**config.mk**
```make
export PLATFORM = sky130hd
export DESIGN_NAME = csmulti_rr_scheduler
export DESIGN_NICKNAME = d
export VERILOG_FILES = /design/src/rtl/csmulti_rr_scheduler.sv
export SDC_FILE = /design/constraint.sdc
export NUM_CORES = 1
export LEC_CHECK = 0
export BUFFER_PORTS_ARGS = -buffer_cell sky130_fd_sc_hd__clkbuf_2
export CAP_MARGIN = 20
export CORE_ASPECT_RATIO = 0.5
export CORE_UTILIZATION = 37
export CTS_CLUSTER_SIZE = 20
export DETAILED_ROUTE_END_ITERATION = 16
export PLACE_DENSITY = 0.69
export SETUP_SLACK_MARGIN = 0.05
export SYNTH_ARGS = -nofsm -noshare
export SYNTH_HDL_FRONTEND = slang
export SYNTH_SLANG_ARGS = --single-unit
```
**constraint.sdc**
```tcl
create_clock -name clk -period 8.7 [get_ports clk]
set_input_delay 1.74 -clock clk [delete_from_list [all_inputs] [get_ports clk]]
set_output_delay 1.74 -clock clk [all_outputs]
set_load 0.01 [all_outputs]
```
**src/rtl/csmulti_rr_scheduler.sv**
```systemverilog
// Round-robin scheduler sharing one carry-save array multiplier among NUM_REQ
// requesters; operands are held for SETTLE_CYCLES before the product is captured.

module csmulti_fullbasecell #(
    parameter int bitsize = 8
) (
    input  logic [bitsize-1:0]   factor0,
    input  logic [bitsize-1:0]   factor1,
    output logic [2*bitsize-1:0] product
);
    localparam int PW = 2 * bitsize;

    logic [PW-1:0] sum_v;
    logic [PW-1:0] carry_v;
    logic [PW-1:0] pp_v;
    logic [PW-1:0] tmp_v;

    // Each row folds one partial product into the sum/carry pair; one final add resolves it.
    always_comb begin
        sum_v   = '0;
        carry_v = '0;
        pp_v    = '0;
        tmp_v   = '0;
        for (int i = 0; i < bitsize; i++) begin
            // NOTE: blocking assignments here model a chain of combinational rows;
            // each row must see the previous row's result within the same evaluation.
            pp_v    = factor1[i] ? (PW'(factor0) << i) : '0;
            tmp_v   = sum_v ^ carry_v ^ pp_v;
            carry_v = ((sum_v & carry_v) | (sum_v & pp_v) | (carry_v & pp_v)) << 1;
            sum_v   = tmp_v;
        end
        product = sum_v + carry_v;
    end
endmodule

module csmulti_rr_scheduler #(
    parameter int BITSIZE       = 8,
    parameter int NUM_REQ       = 4,
    parameter int SETTLE_CYCLES = 2,
    parameter int IDW           = $clog2(NUM_REQ)
) (
    input  logic                       clk,
    input  logic                       rst_n,
    input  logic [NUM_REQ-1:0]         req_valid,
    input  logic [NUM_REQ*BITSIZE-1:0] req_factor0,
    input  logic [NUM_REQ*BITSIZE-1:0] req_factor1,
    output logic [NUM_REQ-1:0]         req_ready,
    output logic                       rsp_valid,
    input  logic                       rsp_ready,
    output logic [IDW-1:0]             rsp_id,
    output logic [2*BITSIZE-1:0]       rsp_product,
    output logic                       busy
);
    localparam int CW = (SETTLE_CYCLES > 1) ? $clog2(SETTLE_CYCLES) : 1;

    typedef enum logic [1:0] {IDLE, CALC, RESP} state_e;

    state_e               state_q, state_d;
    logic [IDW-1:0]       ptr_q, ptr_d;
    logic [IDW-1:0]       id_q, id_d;
    logic [CW-1:0]        cnt_q, cnt_d;
    logic [BITSIZE-1:0]   a_q, a_d;
    logic [BITSIZE-1:0]   b_q, b_d;
    logic [2*BITSIZE-1:0] prod_q, prod_d;
    logic [2*BITSIZE-1:0] mul_product;

    logic                 grant_valid;
    logic [IDW-1:0]       grant_idx;
    logic [IDW-1:0]       cand;
    int                   cand_int;

    csmulti_fullbasecell #(.bitsize(BITSIZE)) u_mul (
        .factor0 (a_q),
        .factor1 (b_q),
        .product (mul_product)
    );

    // First valid requester at or cyclically after ptr_q.
    always_comb begin
        grant_valid = 1'b0;
        grant_idx   = '0;
        cand        = '0;
        cand_int    = 0;
        for (int k = 0; k < NUM_REQ; k++) begin
            cand_int = (int'(ptr_q) + k) % NUM_REQ;
            cand     = IDW'(cand_int);
            if (!grant_valid && req_valid[cand]) begin
                grant_valid = 1'b1;
                grant_idx   = cand;
            end
        end
    end

    always_comb begin
        // NOTE: every variable gets its hold value first, so no branch can leave
        // one unassigned and infer a latch.
        state_d = state_q;
        ptr_d   = ptr_q;
        id_d    = id_q;
        cnt_d   = cnt_q;
        a_d     = a_q;
        b_d     = b_q;
        prod_d  = prod_q;
        case (state_q)
            IDLE: begin
                if (grant_valid) begin
                    a_d     = req_factor0[int'(grant_idx)*BITSIZE +: BITSIZE];
                    b_d     = req_factor1[int'(grant_idx)*BITSIZE +: BITSIZE];
                    id_d    = grant_idx;
                    cnt_d   = CW'(SETTLE_CYCLES - 1);
                    state_d = CALC;
                end
            end
            CALC: begin
                if (cnt_q == '0) begin
                    prod_d  = mul_product;
                    state_d = RESP;
                end else begin
                    cnt_d = cnt_q - 1'b1;
                end
            end
            RESP: begin
                if (rsp_ready) begin
                    ptr_d   = (id_q == IDW'(NUM_REQ - 1)) ? '0 : id_q + 1'b1;
                    state_d = IDLE;
                end
            end
            default: state_d = IDLE;
        endcase
    end

    always_ff @(posedge clk) begin
        if (!rst_n) begin
            // NOTE: datapath registers are reset too, since a discarded operation
            // must leave no operand or product visible at the outputs.
            state_q <= IDLE;
            ptr_q   <= '0;
            id_q    <= '0;
            cnt_q   <= '0;
            a_q     <= '0;
            b_q     <= '0;
            prod_q  <= '0;
        end else begin
            state_q <= state_d;
            ptr_q   <= ptr_d;
            id_q    <= id_d;
            cnt_q   <= cnt_d;
            a_q     <= a_d;
            b_q     <= b_d;
            prod_q  <= prod_d;
        end
    end

    assign req_ready   = (rst_n && state_q == IDLE && grant_valid) ? (NUM_REQ'(1) << grant_idx) : '0;
    assign rsp_valid   = (state_q == RESP);
    assign rsp_id      = id_q;
    assign rsp_product = prod_q;
    assign busy        = (state_q != IDLE);
endmodule

```
==> results of run 1 <==
[worst max-delay path by stage]
stage                                   end  slack, ns  depth (start not counted)
6_report       rsp_product[14]$_SDFFE_PN0P_       3.17                         18
4_1_cts        rsp_product[14]$_SDFFE_PN0P_       3.16                         18
3_5_place_dp   rsp_product[14]$_SDFFE_PN0P_       3.20                         18
5_1_grt        rsp_product[14]$_SDFFE_PN0P_       2.89                         18
2_1_floorplan  rsp_product[14]$_SDFFE_PN0P_       3.37                         19
3_3_place_gp   rsp_product[14]$_SDFFE_PN0P_       3.31                         18
[synthesized netlist by cell type, drive strengths merged, types with 2 or more instances]
cell type  count
o221ai         2
and2          20
a21oi         18
nor3           6
a221oi        16
a31oi         16
a21boi         2
buf           12
clkbuf        25
or3            2
dfxtp         39
a211o          2
a211oi         8
nor2b          6
o21ai         23
fa            43
nor2          17
nand3         34
ha            15
inv           28
nand2b         4
nand2         69
and3           2
o21a           2
or2            3
nand4          2
o211ai         2
[sequential cells by signal, summed over array words and instances, names as in the netlist]
register     count
a_q              8
b_q              8
cnt_q            1
ptr_q            2
rsp_id           2
rsp_product     16
state_q          2
[area by class of cell]
type / count / area (sq um)
well taps: 135 / 169
fillers: 955 / 5200
inverters: 28 / 105
repair buffers: 96 / 485
flip-flops and latches: 39 / 781
clock buffers: 7 / 153
clock inverters: 1 / 7.51
multi-input cells: 327 / 2540
[metal layers]
layer / wire (um) / up-vias / track usage (%)
met1: 4400 / 1604 / 25.6
met2: 4150 / 73 / 31.6
li1: - / 1612 / -
met5: 0 / - / 0
met3: 502 / 12 / 4.68
met4: 102 / 0 / 4.90
[kinds of logic (layout without fill, tap and decap cells)]
kind of cell / count (synthesis) / after routing / share of synthesized area, %
and+or+nand+nor: 169 / 169 / 22.7
AOI/OAI and AO/OA: 98 / 98 / 18.2
buffers and inverters: 65 / 132 / 7.87
adders and majority gates: 58 / 58 / 29.1
DFF: 39 / 39 / 21.6
xor gates and xnor gates: 1 / 1 / 0.243
muxes: 1 / 1 / 0.277
[metrics by stage]
| stage | hold slack, ns | cell area, sq um |
|---|---|---|
| floorplan | 0.443 | 3610 |
| global placement | 0.442 | 4080 |
| detailed placement | 0.446 | 4080 |
| CTS | 0.456 | 4240 |
| global route | 0.487 | 4240 |
| finish | 0.456 | 4240 |
[worst register-to-register path: cells and delay by family (launching register included)]
kind	cells	cell delay, ns
flip-flops	1	0.45
adder cells (fa/ha/maj)	9	3.77
AO/OA/AOI/OAI	3	0.65
buffers and inverters	3	0.21
AND/OR/NAND/NOR	3	0.38
[power breakdown]
| part | internal (W) | total (W) | switching, W |
|---|---|---|---|
| combinational | 0.000104 | 0.000240 | 0.000136 |
| sequential | 0.000201 | 0.000237 | 0.0000367 |
| clock | 0.000122 | 0.000196 | 0.0000743 |
==> summary.md, run 1 <==
| Metric | Value |
|---|---|
| Clock Sinks | 39 |
| Die W | between 100 and 150 um |
| Die H | ~72 um |
| Leak pwr | approximately 1.6 nW |
| Top cells by area, synth | fa_1 24%, dfxtp_1 22%, nand2_1 7.2% |
| IO Pins | 95 |
| Slew Limit Fails | 0 |
| Design Power | ~0.00067 W |
| WS Path Type | flop to flop |
| Place WS | about 3.2 ns |
| Yosys top cell by area | fa_1 |
| Final cycle utilization of the critical path | a little under two thirds |
| Async SR Flop Fraction | 0% |
| CTS Hold Buffers Added | 0 |
| Netlist Area Pre-Place | 0.00361 sq mm |
| Final setup fails | 0 |
| R2r worst-path depth | 18 |
| Fraction of layout cells with a size suffix above 1 | ~22% |
| Post-synth EDFFs | 0 |
| Worst setup startpoint | a_q[6]$_SDFFE_PN0P_ |
| Worst Path Buf+Inv | 3 |
| Most common cell on crit path | fa_1 |
| Vias in the first global route | approximately 3.3k |
| Clock transition at path regs | roughly 0.06 ns |
| Register bit total from synthesis | 39 |
| Hold-critical path depth | 2 |
| Worst Hold Class | flop to flop |
| Cells after Synth | about 430 |
| Reg2reg end | rsp_product[14]$_SDFFE_PN0P_ |
| Port buffer count | 94 |
| Clk Latency, worst-skew pair | between 0.2 and 0.3 ns |
| Routability cong. | 0.868 |
| Most frequent cells in the layout | 94 x clkbuf_2, 69 x nand2_1, 43 x fa_1, 39 x dfxtp_1, 34 x nand3_1 |
| Power per cell area | ~160 mW/mm^2 |
| Worst-path cell chain | and2_1, ha_1, inv_1, fa_1, fa_1, fa_1, fa_1, fa_1, fa_1, inv_1, ha_1, inv_1, fa_1, nor2b_1, o21a_1, o211ai_1, a2111o_1, nand4_1 |
| Area growth syn-to-layout | 17.6% |
| DRT antenna net count | 0 |
| Fin Setup TNS | 0 ns |
| Finished Layout Cells | between 600 and 700 |
| Fin util | between 40 and 50% |
| TritonRoute pass-1 iters | 4 |
| Post-CTS setup buffers | 0 |
| Initial antenna violation count | 0 |
| Post-Syn Nets | 560 |
| Root buf cell | clkbuf_16 |
| Max frequency | between 150 and 200 MHz |
| Placed Cells | 625 |
| Crit-path max FO | 9 |
| Final net count | 626 |
| Core area | around 0.0094 sq mm |
| HPWL after DPL | between 7000 and 8000 um |
| Die area | 0.0102 sq mm |
| Yosys warns | 0 |
| Slack of the critical path | 3.17 ns |
| Reg-to-reg slack, setup | 3.17 ns |
| WHS Endpoint | rsp_product[10]$_SDFFE_PN0P_ |
| Grt ovf | 0 |
| Area share of the largest cell type after synthesis | between 20% and 30% |
| Max Cap Viol | 0 |
| Hold Crit Start | rsp_product[10]$_SDFFE_PN0P_ |
| Rows | 25 |
| Crit path capture type | flop |
| Avg Vias per Cell | 5.21 |
| First-pass GRT wire length | 15400 um |
| Min Clock Period, post-route | between 5 and 6 ns |
| Syn avg cell area | 8.37 sq um |
| Largest delay share family, worst path | adder cells |
| Startpoint Class | flop |
| Top_reg_cell synth | dfxtp_1 |
| Netlist cell types | 47 |
| Commonest non-fill, non-tap cell in the layout | clkbuf_2 |
| Gr usage total | 19.3% |
| Peak supply drop | between 70 and 80 uV |
| Slowest CP cell | fa_1 |
| CTS tree | yes |
| Run status | complete, no violations |
| Bufs on Longest Clock Path | 2 |
| Sequential share of the synthesized area | between 20% and 30% |
| Final Hold Viols | 0 |
| Initial Util | between 30% and 40% |
| Reg2reg start | a_q[6]$_SDFFE_PN0P_ |
| DRC viols | 0 |
| Slew HR | about 27% |
| Largest net degree at the start of global routing | 32 |
| Number of gates resized after CTS | 0 |
| Htree depth | 2 |
| Ant. Diodes | 0 |
| CTS buffer count | 5 |
| Via count | between 3k and 4k |
| WP data arrival | around 5.8 ns |
| Worst Tran Pin Value | around 1.1 ns |
| WL/cell | 14.5 um |
| RSZ-0062 raised after global routing | false |
| Starting DRT DRC Count | roughly 190 |
| Clock Skews | 0.00433 ns |
| CP required | 8.92 ns |
| CP peak stage delay | between 0.5 and 0.6 ns |
| Total wire length | 9160 um |
Power figures use the tool's default switching activity.
==> run 2: changes to the inputs <==
--- a/config.mk
+++ b/config.mk
@@ -5,6 +5,7 @@
 export SDC_FILE = /design/constraint.sdc
 export NUM_CORES = 1
 export LEC_CHECK = 0
+export ABC_AREA = 1
 export BUFFER_PORTS_ARGS = -buffer_cell sky130_fd_sc_hd__clkbuf_2
 export CAP_MARGIN = 20
 export CORE_ASPECT_RATIO = 0.5
==> constraint.sdc (replaced) <==
create_clock -name clk -period 5.6 [get_ports clk]
set_input_delay 1.12 -clock clk [delete_from_list [all_inputs] [get_ports clk]]
set_output_delay 1.12 -clock clk [all_outputs]
set_load 0.01 [all_outputs]
==> run 2 against run 1 <==
Net effect: design area rose by 10%; clock power is 46% higher; total power up 100%; clock-buffer cell count is 2 lower; highest routed layer unchanged; critical path type unchanged; wire length up 1.5%; register-to-register slack got worse by 2.9 ns; clock skew increased by 0.0028 ns; flip-flop and latch count did not move; critical path depth is 4 higher; cell count grew 29%; sequential share of layout area down 1.6 points.
==> summary.md, run 2 <==
| Metric | Value |
|---|---|
| Slew HR | 47.6% (+20 points) |
| Power per cell area | 294 mW/mm^2 (+85%) |
| Initial antenna violation count | 0 (unchanged) |
| Peak supply drop | 124 uV (+58%) |
| Netlist Area Pre-Place | 0.00404 sq mm (+12%) |
| Clock Skews | 0.00716 ns (+0.00283 ns) |
| Cells after Synth | 604 (+40%) |
| Sequential Power Share | 29.9% (-5.3 points) |
| Max frequency | 189 MHz (+4.5%) |
| Most frequent cells in the layout | 214 x nand2_1, 94 x clkbuf_2, 78 x inv_1, 54 x nand3_1, 45 x nor2_1 |
| Yosys top cell by area | fa_1 |
| Largest net degree at the start of global routing | 38 (+19%) |
| CP required | 5.77 ns (-3.15 ns) |
| Top cells by area, synth | fa_1 21%, nand2_1 20%, dfxtp_1 19% |
| Comb power frac | 49.4% (+14 points) |
| DRT antenna net count | 0 (unchanged) |
| Post-CTS setup buffers | 0 (unchanged) |
| Area growth syn-to-layout | 16.0% |
| Min Clock Period, post-route | 5.29 ns (-0.240 ns) |
| Area share of the largest cell type after synthesis | 21.3% (-2.6 points) |
| RSZ-0062 raised after global routing | false |
| Async SR Flop Fraction | 0% (unchanged) |
| Run status | complete, no violations |
| Design Power | 0.00138 W (+100%) |
| Fin Setup TNS | 0 ns (unchanged) |
| Routability cong. | 0.834 (-3.9%) |
| Port buffer count | 94 (unchanged) |
| Clock transition at path regs | 0.06 ns (about the same) |
| WP data arrival | 5.46 ns (-0.29 ns) |
| Root buf cell | clkbuf_16 |
| Internal Power | 0.000767 W (+80%) |
| Hold-critical path depth | 2 (unchanged) |
| Bufs on Longest Clock Path | 2 (unchanged) |
| Fraction of layout cells with a size suffix above 1 | 19.7% (-2.6 points) |
| Post-synth EDFFs | 0 (unchanged) |
| Vias in the first global route | 3335 (+2.6%) |
| Crit-path max FO | 9 (unchanged) |
| Crit path capture type | flop |
| First-pass GRT wire length | 15300 um (-0.71%) |
| Die H | 75.9 um (+5.7%) |
| Worst Hold Class | flop to flop |
| Most common cell in the netlist | nand2_1 |
| Initial Util | 38.8% (+0.62 points) |
| CTS tree | yes |
| Sequential share of the synthesized area | 19.3% (-2.3 points) |
| HPWL after DPL | 7340 um (+2.0%) |
| Grt ovf | 0 (unchanged) |
| Total wire length | 9290 um (+1.5%) |
| Final Hold Viols | 0 (unchanged) |
| Top_reg_cell synth | dfxtp_1 |
| Final net count | 802 (+28%) |
| WS Path Type | flop to flop |
| Commonest non-fill, non-tap cell in the layout | nand2_1 |
| TritonRoute pass-1 iters | 5 (+1) |
| Switching power | 0.000613 W (+150%) |
| Clk Latency, worst-skew pair | 0.29 ns (about the same) |
| Die area | 0.0114 sq mm (+12%) |
| Final cycle utilization of the critical path | 94.4% (+31 points) |
| Core area | 0.0104 sq mm (+10%) |
| Clock network power share | 20.7% (-8.4 points) |
| Leading cell types by count after synthesis | 214 x nand2_1, 78 x inv_1, 54 x nand3_1 |
| CTS buffer count | 5 (unchanged) |
| Avg Vias per Cell | 4.62 (-11%) |
| Die W | 150 um (+5.7%) |
| Yosys warns | 0 (unchanged) |
| Max reg flops | 16 (unchanged) |
| Worst Tran Pin Value | 0.784 ns (-0.308 ns) |
| Final setup fails | 0 (unchanged) |
| Startpoint Class | flop |
| Htree depth | 2 (unchanged) |
| DRC viols | 0 (unchanged) |
| R2r worst-path depth | 22 (+4) |
| Slew Limit Fails | 0 (unchanged) |
| Post-Syn Nets | 733 (+31%) |
| Register bit total from synthesis | 39 (unchanged) |
| Clock Sinks | 39 (unchanged) |
| IO Pins | 95 (unchanged) |
| Max Cap Viol | 0 (unchanged) |
| Ant. Diodes | 0 (unchanged) |
| Syn avg cell area | 6.69 sq um (-20%) |
| Leak pwr | 2.45 nW (+52%) |
| Gr usage total | 16.6% (-2.6 points) |
| Netlist cell types | 33 (-30%) |
| Via count | 3764 (+14%) |
| Starting DRT DRC Count | 244 (+31%) |
| Post-Layout Inst Area | 0.00469 sq mm (+10%) |
| Switching share of total power | 44.4% (+7.7 points) |
| WL/cell | 11.4 um (-21%) |
| Placed Area | 0.00454 sq mm (+11%) |
| Rows | 26 (+4.0%) |
-- run 2: cell types whose count changed in the layout (fill, tap and decap cells not counted), sizes merged, moves of 6 or more --
cell,before,now
and2,20,0
a31oi,16,1
a221oi,16,0
nand2,69,225
a211oi,8,0
nor2,17,47
nor2b,6,0
nand3,34,57
inv,28,81
-- run 2: per-stage QoR --
step	instances	setup WS [ns]	hold WS (ns)	util, %
CTS	814	0.0835	0.473	45.0
detailed placement	806	0.117	0.464	43.6
global route	814	0.0542	0.484	45.0
floorplan	604	0.311	0.457	-
finish	814	0.314	0.469	45.0
global placement	806	0.252	0.458	43.6
-- run 2: final timing paths --
path                          startpoint                            to  slack [ns]
max                  b_q[0]$_SDFFE_PN0P_  rsp_product[14]$_SDFFE_PN0P_        0.31
min          rsp_product[0]$_SDFFE_PN0P_   rsp_product[0]$_SDFFE_PN0P_        0.47
max reg2reg          b_q[0]$_SDFFE_PN0P_  rsp_product[14]$_SDFFE_PN0P_        0.31
min reg2reg  rsp_product[0]$_SDFFE_PN0P_   rsp_product[0]$_SDFFE_PN0P_        0.47
-- run 2: final cells by class --
type                            instances  area (sq um)
Fill cell                            1079          5720
Multi-Input combinational cell        445          2760
Sequential cell                        39           786
Timing Repair Buffer                  100           515
Inverter                               82           309
Tap cell                              140           175
Clock buffer                            5           125
Clock inverter                          3          20.0
-- run 2: routing by layer --
metal	share of wire, %	global-route usage [%]
met1	51	24.4
met3	5.4	2.89
met5	0	0
met4	0.73	3.23
met2	43	25.4
-- run 2: cells by family (layout without fill, tap and decap cells) --
kind of cell	count (synthesis)	after routing	share of synthesized area, %
adder cells (fa/ha/maj)	58	58	25.9
AO/OA/AOI/OAI	49	49	6.59
buffers and inverters	120	190	12.4
AND/OR/NAND/NOR	335	335	35.1
flip-flops	39	39	19.3
XOR/XNOR	3	3	0.650
-- run 2: power by group through the flow --
| stage | Clock, W | Combinational, W | Sequential [W] |
|---|---|---|---|
| after floorplan | 0 | 0.000569 | 0.000367 |
| after global placement | 0 | 0.000682 | 0.000415 |
| after detailed placement | 0 | 0.000688 | 0.000417 |
| after CTS | 0.000291 | 0.000693 | 0.000412 |
| after global routing | 0.000304 | 0.000788 | 0.000425 |
| final | 0.000286 | 0.000681 | 0.000413 |
-- run 2: repair_timing --
item	4_1_cts	5_1_grt
setup endpoints to repair	0	2
hold buffers	0	0
gates resized for setup	0	4
-- run 2: worst max-delay path, cell delays in order (launching register included) --
cell and delay [ns]:
dfxtp_2 0.41, nand2_1 0.08, inv_1 0.05, ha_1 0.22, inv_1 0.07, fa_1 0.43
fa_1 0.51, fa_1 0.51, fa_1 0.52, fa_1 0.52, fa_1 0.42, inv_1 0.06
ha_1 0.16, inv_1 0.05, fa_1 0.39, o21ai_1 0.21, nand2_1 0.08, nand2_1 0.06
a21oi_1 0.07, nand2_1 0.06, nand2_1 0.05, o221ai_1 0.17, inv_1 0.06
